--- src/rtl/uart_cmd_pkg.sv ---
// Shared constants, state/response encodings and
// hex helpers for the UART command executor.
package uart_cmd_pkg;

  localparam logic [7:0] CH_CR = 8'h0D;
  localparam logic [7:0] CH_LF = 8'h0A;
  localparam logic [7:0] CH_SP = 8'h20;
  localparam logic [7:0] CH_R  = 8'h72;
  localparam logic [7:0] CH_W  = 8'h77;
  localparam logic [7:0] CH_O  = 8'h4F;
  localparam logic [7:0] CH_K  = 8'h4B;
  localparam logic [7:0] CH_E  = 8'h45;
  localparam logic [7:0] CH_RU = 8'h52;

  typedef enum logic [2:0] {
    S_IDLE,
    S_FETCH,
    S_WAIT,
    S_PARSE,
    S_ERRSKIP,
    S_EXEC,
    S_WRESP,
    S_DONE
  } state_t;

  typedef enum logic [1:0] {
    RSP_NL,
    RSP_OK,
    RSP_VAL,
    RSP_ERR
  } rsp_t;

  typedef struct packed {
    logic       ok;
    logic [3:0] nib;
  } hex_t;

  function automatic hex_t hex2nib(
    input logic [7:0] c
  );
    hex_t r;
    r.ok  = 1'b1;
    r.nib = 4'h0;
    unique case (1'b1)
      (c >= 8'h30 && c <= 8'h39):
        r.nib = c[3:0];
      (c >= 8'h41 && c <= 8'h46),
      (c >= 8'h61 && c <= 8'h66):
        r.nib = c[3:0] + 4'd9;
      default:
        r.ok = 1'b0;
    endcase
    return r;
  endfunction

  function automatic logic [7:0] nib2hex(
    input logic [3:0] n
  );
    if (n < 4'd10)
      return {4'h3, n};
    return 8'h37 + {4'h0, n};
  endfunction

endpackage

--- src/rtl/uart_cmd_executor_resp.sv ---
// Streams one response template into the
// TX area of the shared RAM, one byte per cycle.
module uart_resp_writer
  import uart_cmd_pkg::*;
#(
  parameter int WIDTH      = 8,
  parameter int AW         = 9,
  parameter int TXSTR_BASE = 128
) (
  input  logic             clk,
  input  logic             rst_n,
  input  logic             start,
  input  rsp_t             code,
  input  logic [7:0]       val,
  output logic [AW-1:0]    addr,
  output logic [WIDTH-1:0] din,
  output logic             we,
  output logic             last,
  output logic [AW-1:0]    len
);

  rsp_t             code_q, code_d;
  logic [7:0]       val_q, val_d;
  logic [2:0]       j_q, j_d;
  logic             act_q, act_d;
  logic [AW-1:0]    addr_q, addr_d;
  logic [WIDTH-1:0] din_q, din_d;
  logic             we_q, we_d;

  function automatic logic [2:0] rlen(
    input rsp_t c
  );
    case (c)
      RSP_NL:  return 3'd2;
      RSP_ERR: return 3'd5;
      default: return 3'd4;
    endcase
  endfunction

  function automatic logic [7:0] tmpl(
    input rsp_t       c,
    input logic [7:0] v,
    input logic [2:0] j
  );
    logic [7:0] b;
    b = CH_LF;
    case (c)
      RSP_NL:
        if (j == 3'd0) b = CH_CR;
      RSP_OK:
        case (j)
          3'd0: b = CH_O;
          3'd1: b = CH_K;
          3'd2: b = CH_CR;
          default: b = CH_LF;
        endcase
      RSP_VAL:
        case (j)
          3'd0: b = nib2hex(v[7:4]);
          3'd1: b = nib2hex(v[3:0]);
          3'd2: b = CH_CR;
          default: b = CH_LF;
        endcase
      default:
        case (j)
          3'd0: b = CH_E;
          3'd1, 3'd2: b = CH_RU;
          3'd3: b = CH_CR;
          default: b = CH_LF;
        endcase
    endcase
    return b;
  endfunction

  assign last = act_q && (j_q == rlen(code_q) - 3'd1);
  assign len  = AW'(rlen(code_q));
  assign addr = addr_q;
  assign din  = din_q;
  assign we   = we_q;

  // latch template on start, then emit byte j each cycle
  always_comb begin
    code_d = code_q;
    val_d  = val_q;
    j_d    = j_q;
    act_d  = act_q;
    addr_d = addr_q;
    din_d  = din_q;
    we_d   = 1'b0;
    if (start) begin
      code_d = code;
      val_d  = val;
      j_d    = 3'd0;
      act_d  = 1'b1;
    end else if (act_q) begin
      addr_d = AW'(TXSTR_BASE) + AW'(j_q);
      din_d  = WIDTH'(tmpl(code_q, val_q, j_q));
      we_d   = 1'b1;
      j_d    = j_q + 3'd1;
      if (last) act_d = 1'b0;
    end
  end

  // writer state registers
  always_ff @(posedge clk or negedge rst_n) begin
    if (!rst_n) begin
      code_q <= RSP_NL;
      val_q  <= '0;
      j_q    <= '0;
      act_q  <= 1'b0;
      addr_q <= '0;
      din_q  <= '0;
      we_q   <= 1'b0;
    end else begin
      code_q <= code_d;
      val_q  <= val_d;
      j_q    <= j_d;
      act_q  <= act_d;
      addr_q <= addr_d;
      din_q  <= din_d;
      we_q   <= we_d;
    end
  end

endmodule

--- src/rtl/uart_cmd_executor.sv ---
// Reads a command line from RAM, runs r/w register
// accesses and writes an ASCII reply back to RAM.
module uart_cmd_executor
  import uart_cmd_pkg::*;
#(
  parameter int WIDTH      = 8,
  parameter int LEN        = 256,
  parameter int RXSTR_BASE = 0,
  parameter int TXSTR_BASE = 128,
  parameter int NREG       = 16,
  parameter int AW         = $clog2(LEN-1) + 1
) (
  input  logic              clk,
  input  logic              rst_n,
  input  logic              cmd_valid,
  input  logic [AW-1:0]     cmd_len,
  output logic              msg_valid,
  output logic [AW-1:0]     msg_len,
  output logic              busy,
  output logic [AW-1:0]     addr,
  output logic [WIDTH-1:0]  din,
  input  logic [WIDTH-1:0]  dout,
  output logic              we,
  output logic [8*NREG-1:0] reg_out
);

  state_t        state_q;
  logic          busy_q;
  logic          msg_valid_q;
  logic [AW-1:0] msg_len_q;
  logic [AW-1:0] rd_addr_q;
  logic [AW-1:0] idx_q;
  logic [AW-1:0] len_q;
  logic [2:0]    pos_q;
  logic          op_w_q;
  logic          err_q;
  logic [3:0]    ridx_q;
  logic [7:0]    data_q;
  logic [7:0]    regs_q [NREG];

  logic [7:0]    p_byte;
  logic [7:0]    p_lc;
  hex_t          p_hex;
  logic          p_term;
  logic          p_bad;
  logic          p_end;
  rsp_t          code;
  logic [AW-1:0] w_addr;
  logic [AW-1:0] w_len;
  logic          w_we;
  logic          w_last;
  logic          w_own;

  assign msg_valid = msg_valid_q;
  assign msg_len   = msg_len_q;
  assign busy      = busy_q;
  assign w_own     = (state_q == S_WRESP)
                  || (state_q == S_DONE);
  assign addr      = w_own ? w_addr : rd_addr_q;
  assign we        = w_we;
  assign p_end     = (idx_q + AW'(1)) == len_q;

  // flatten register file for the port
  always_comb begin
    reg_out = '0;
    for (int k = 0; k < NREG; k++)
      reg_out[8*k +: 8] = regs_q[k];
  end

  // classify the current byte by its position
  always_comb begin
    p_byte = dout[7:0];
    p_lc   = p_byte | 8'h20;
    p_hex  = hex2nib(p_byte);
    p_term = (p_byte == CH_CR)
          || (p_byte == CH_LF);
    case (pos_q)
      3'd0: p_bad = !(p_lc == CH_R
                   || p_lc == CH_W);
      3'd1: p_bad = p_byte != CH_SP;
      3'd2: p_bad = !p_hex.ok
                 || int'(p_hex.nib) >= NREG;
      3'd3: p_bad = !op_w_q
                 || p_byte != CH_SP;
      3'd4,
      3'd5: p_bad = !p_hex.ok;
      default: p_bad = 1'b1;
    endcase
  end

  // pick the reply from the final parse state
  always_comb begin
    code = RSP_ERR;
    if (len_q <= AW'(1))
      code = RSP_NL;
    else if (err_q)
      code = RSP_ERR;
    else if (pos_q == 3'd0)
      code = RSP_NL;
    else if (!op_w_q && pos_q == 3'd3)
      code = RSP_VAL;
    else if (op_w_q && pos_q == 3'd6)
      code = RSP_OK;
  end

  uart_resp_writer #(
    .WIDTH      (WIDTH),
    .AW         (AW),
    .TXSTR_BASE (TXSTR_BASE)
  ) u_resp (
    .clk   (clk),
    .rst_n (rst_n),
    .start (state_q == S_EXEC),
    .code  (code),
    .val   (regs_q[ridx_q]),
    .addr  (w_addr),
    .din   (din),
    .we    (w_we),
    .last  (w_last),
    .len   (w_len)
  );

  // command fetch / parse / execute sequencer
  always_ff @(posedge clk or negedge rst_n) begin
    if (!rst_n) begin
      state_q     <= S_IDLE;
      busy_q      <= 1'b0;
      msg_valid_q <= 1'b0;
      msg_len_q   <= '0;
      rd_addr_q   <= '0;
      idx_q       <= '0;
      len_q       <= '0;
      pos_q       <= '0;
      op_w_q      <= 1'b0;
      err_q       <= 1'b0;
      ridx_q      <= '0;
      data_q      <= '0;
      for (int k = 0; k < NREG; k++)
        regs_q[k] <= '0;
    end else begin
      msg_valid_q <= 1'b0;
      case (state_q)
        S_IDLE:
          if (cmd_valid) begin
            len_q   <= cmd_len;
            idx_q   <= '0;
            pos_q   <= '0;
            op_w_q  <= 1'b0;
            err_q   <= 1'b0;
            ridx_q  <= '0;
            data_q  <= '0;
            busy_q  <= 1'b1;
            state_q <= S_FETCH;
          end
        S_FETCH: begin
          rd_addr_q <= AW'(RXSTR_BASE) + idx_q;
          state_q   <= S_WAIT;
        end
        S_WAIT:
          state_q <= S_PARSE;
        S_PARSE:
          if (p_term) begin
            state_q <= S_EXEC;
          end else begin
            case (pos_q)
              3'd0: op_w_q <= p_lc == CH_W;
              3'd2: ridx_q <= p_hex.nib;
              3'd4: data_q[7:4] <= p_hex.nib;
              3'd5: data_q[3:0] <= p_hex.nib;
              default: ;
            endcase
            pos_q <= pos_q + 3'd1;
            if (p_bad) err_q <= 1'b1;
            if (p_end)
              state_q <= S_EXEC;
            else if (p_bad)
              state_q <= S_ERRSKIP;
            else begin
              idx_q   <= idx_q + AW'(1);
              state_q <= S_FETCH;
            end
          end
        S_ERRSKIP: begin
          err_q   <= 1'b1;
          state_q <= S_EXEC;
        end
        S_EXEC: begin
          if (code == RSP_OK)
            regs_q[ridx_q] <= data_q;
          state_q <= S_WRESP;
        end
        S_WRESP:
          if (w_last) state_q <= S_DONE;
        S_DONE: begin
          msg_len_q   <= w_len;
          msg_valid_q <= 1'b1;
          busy_q      <= 1'b0;
          state_q     <= S_IDLE;
        end
        default:
          state_q <= S_IDLE;
      endcase
    end
  end

endmodule
--- config.mk ---
export PLATFORM = sky130hd
export DESIGN_NAME = uart_cmd_executor
export DESIGN_NICKNAME = d
export VERILOG_FILES = /design/src/rtl/uart_cmd_pkg.sv /design/src/rtl/uart_cmd_executor_resp.sv /design/src/rtl/uart_cmd_executor.sv
export SDC_FILE = /design/constraint.sdc
export NUM_CORES = 1
export LEC_CHECK = 0
export CAP_MARGIN = 20
export CORE_ASPECT_RATIO = 0.75
export CORE_MARGIN = 10
export CORE_UTILIZATION = 50
export DETAILED_ROUTE_END_ITERATION = 8
export PLACE_DENSITY = 0.76
export SLEW_MARGIN = 15
export SYNTH_ARGS = -nofsm -noshare
export SYNTH_HDL_FRONTEND = slang
export SYNTH_SLANG_ARGS = --single-unit
export TNS_END_PERCENT = 30
--- constraint.sdc ---
create_clock -name clk -period 6.5 [get_ports clk]
set_input_delay 1.3 -clock clk [delete_from_list [all_inputs] [get_ports clk]]
set_output_delay 1.3 -clock clk [all_outputs]
set_load 0.1 [all_outputs]
==> results.ini <==
[placement]
routabilityCongestion=0.880
io_buffer_count=169
dp_hpwl_um=19900
placed_cell_area_um2=12300

[drt]
drc=0
via_per_inst=5.70
wl_um=28400
route.detailed.wl_per_inst_um=22.1
first_pass_iters=6
antenna_left=0
drt-initial-drc-count=586
routed-via-count=7349

[global_routing]
grt_pass1_wl_um=45000
grt_max_degree=97
grt_pass1_vias=7547
grtUsageTotal_pct=20.6
overflow=0
grt_antenna_before_repair=0

[cts]
post_cts_resized=0
post_cts_buffers=0
cts-buffers-inserted=22
ctsHoldBuffers=0
clk_pin_slew_ns=0.06
clockRootBuffer=clkbuf_16
cts-htree-levels=1
cts.path.max_buffers=3
cts_tree=yes
cts.sinks=206
clock_latency_ns=0.50

[critical_path]
reg2reg_depth=7
crit_slowest_cell=clkdlybuf4s50_1
cp.required_ns=5.20
worstPathArrival_ns=2.98
critPathBufInv=1
critPathTopFamily=buffers and inverters
criticalPathCategory=register to primary output
slowest_delay_ns=1.13
cp_cell_sequence=nand2_1 > mux2_2 > clkdlybuf4s50_1
crit_fanout=18
end_kind=primary output
cp.depth=3
crit_path_start_kind=register

[cells_and_area]
num-nets-final=1034
area_delta_synth_final_pct=25.4
drive_gt1_share_pct=26.0
design_area_um2=13100
final_cell_mix=dfrtp_1 (204), clkdlybuf4s50_1 (168), mux2_2 (155), nand2_1 (94), mux4_2 (40)
final_common_cell=dfrtp_1
num_antenna_cells=0
nFillCells=1594

[sta]
finalHoldViolations=0
setup_viol=0
fin_crit_sh_pct=65.8
clock.fmax_mhz=234
tightest_slew_ns=1.11
rsz0062_at_grt=false
drv_slew=0
finClkSkew_ns=0.0130
min_period_ns=4.28
tns_ns=0
slew_headroom_pct=25.9

[synth]
ys_ff_latch=206
async_flop_share_pct=100
ys_seq_area_share_pct=49.3
synth_ff_type=dfrtp_1
yosys.area.top_type=dfrtp_1
yosysTopAreaCellShare_pct=49.3
syn_avg_cell_area_um2=12.5
ys_top_cells_by_area=dfrtp_1 (49%), mux2_2 (17%), mux4_2 (8.6%)
netlist_area_um2=10500
synthCells=837
synth_edf_count=0
synth.distinct_cells=68
yosysWarnings=0

[pwr]
ir_worst_vdd_uv=170
powerDensity_nw_per_um2=320
p_leak_nw=5.89
power_mw=4.20

[job]
cap_violations=0

[status]
outcome=completed

[floorplan]
dieArea_um2=27100
die_height_um=145
start_util_pct=51.3
rows=45
die_x_um=187
ios=177
coreArea_um2=20400

[worst_hold_path]
hp-class=register to register
hold_depth=2

[power breakdown]
part	switching, mW	internal, mW	leakage, nW
Clock	0.501	0.816	0.385
Combinational	0.886	0.422	2.70
Sequential	0.169	1.41	2.81
Total	1.56	2.64	5.89
[Yosys cell counts (11+ instances only)]
master,number
o21ai_0,27
mux4_2,40
xnor2_1,12
nand2_1,94
mux2i_1,11
nand3_1,14
mux2_2,155
clkbuf_1,29
nor3_1,12
ha_1,23
nor2_1,26
dfrtp_1,206
inv_1,22
a21oi_1,21
[tightest hold or removal path: cells and delay by family (launching register included)]
kind,cells,cell delay (ns)
DFF,1,0.35
and+or+nand+nor,2,0.10
[cell families (layout without fill, tap and decap cells)]
kind of cell               Yosys count  in the layout  synth area share (%)
AOI/OAI and AO/OA                   82             82                  4.92
xor gates and xnor gates            18             18                  1.51
adders and majority gates           23             23                  2.75
buffers and inverters               73            237                  3.15
DFF                                206            206                  49.3
muxes                              209            209                  26.7
other                                1              7                0.0359
and+or+nand+nor                    225            225                  11.6
[per-layer routing]
metal | vias to the layer above | share of wire, % | track usage (%) | wire length (um)
met4 | 0 | 1.4 | 3.78 | 401
met1 | 3739 | 46 | 28.6 | 13000
li1 | 3332 | - | - | -
met3 | 35 | 9.4 | 7.51 | 2680
met2 | 243 | 43 | 30.3 | 12400
met5 | - | 0 | 0 | 0
[path summary, 6_finish.rpt]
path                          startpoint               to  slack, ns
max in group asynchronous          rst_n  u_resp.val_q[5]       4.33
hold / removal             u_resp.din[2]    u_resp.din[2]       0.47
setup reg to reg              state_q[2]       reg_out[5]       2.92
min in group asynchronous          rst_n      reg_out[93]       0.85
setup / recovery              state_q[2]          addr[7]       2.22
hold reg to reg            u_resp.din[2]    u_resp.din[2]       0.47
[stage by stage]
stage               hold WS [ns]  util (%)  std cells  setup WS [ns]
finish                     0.474      64.3       1289           2.22
global route               0.497      64.3       1289           2.11
CTS                        0.481      64.2       1288           2.24
global placement           0.452      60.4       1248           2.53
floorplan                  0.430         -        843           3.44
detailed placement         0.467      60.4       1248           2.38
[registers in the layout, indices dropped and copies added, names as in the netlist]
| register | cells |
|---|---|
| err_q | 1 |
| u_resp.din | 7 |
| u_resp.j_q | 3 |
| pos_q | 3 |
| idx_q | 9 |
| len_q | 9 |
| u_resp.code_q | 2 |
| u_resp.val_q | 8 |
| u_resp.act_q | 1 |
| u_resp.we | 1 |
| rd_addr_q | 9 |
| data_q | 8 |
| ridx_q | 4 |
| reg_out | 128 |
| msg_valid | 1 |
| u_resp.addr | 4 |
| state_q | 3 |
| msg_len | 3 |
| op_w_q | 1 |
| busy | 1 |
[area by class of cell]
cell class                      instances  area, um2  area share, %
Clock buffer                           34        697           5.32
Clock inverter                          6       82.6          0.630
Inverter                               22       82.6          0.630
Multi-Input combinational cell        564       4990           38.1
Sequential cell                       206       5160           39.3
Tap cell                              282        353           2.69
Timing Repair Buffer                  175       1750           13.3
Note: power is estimated with default switching activity, not from simulation.
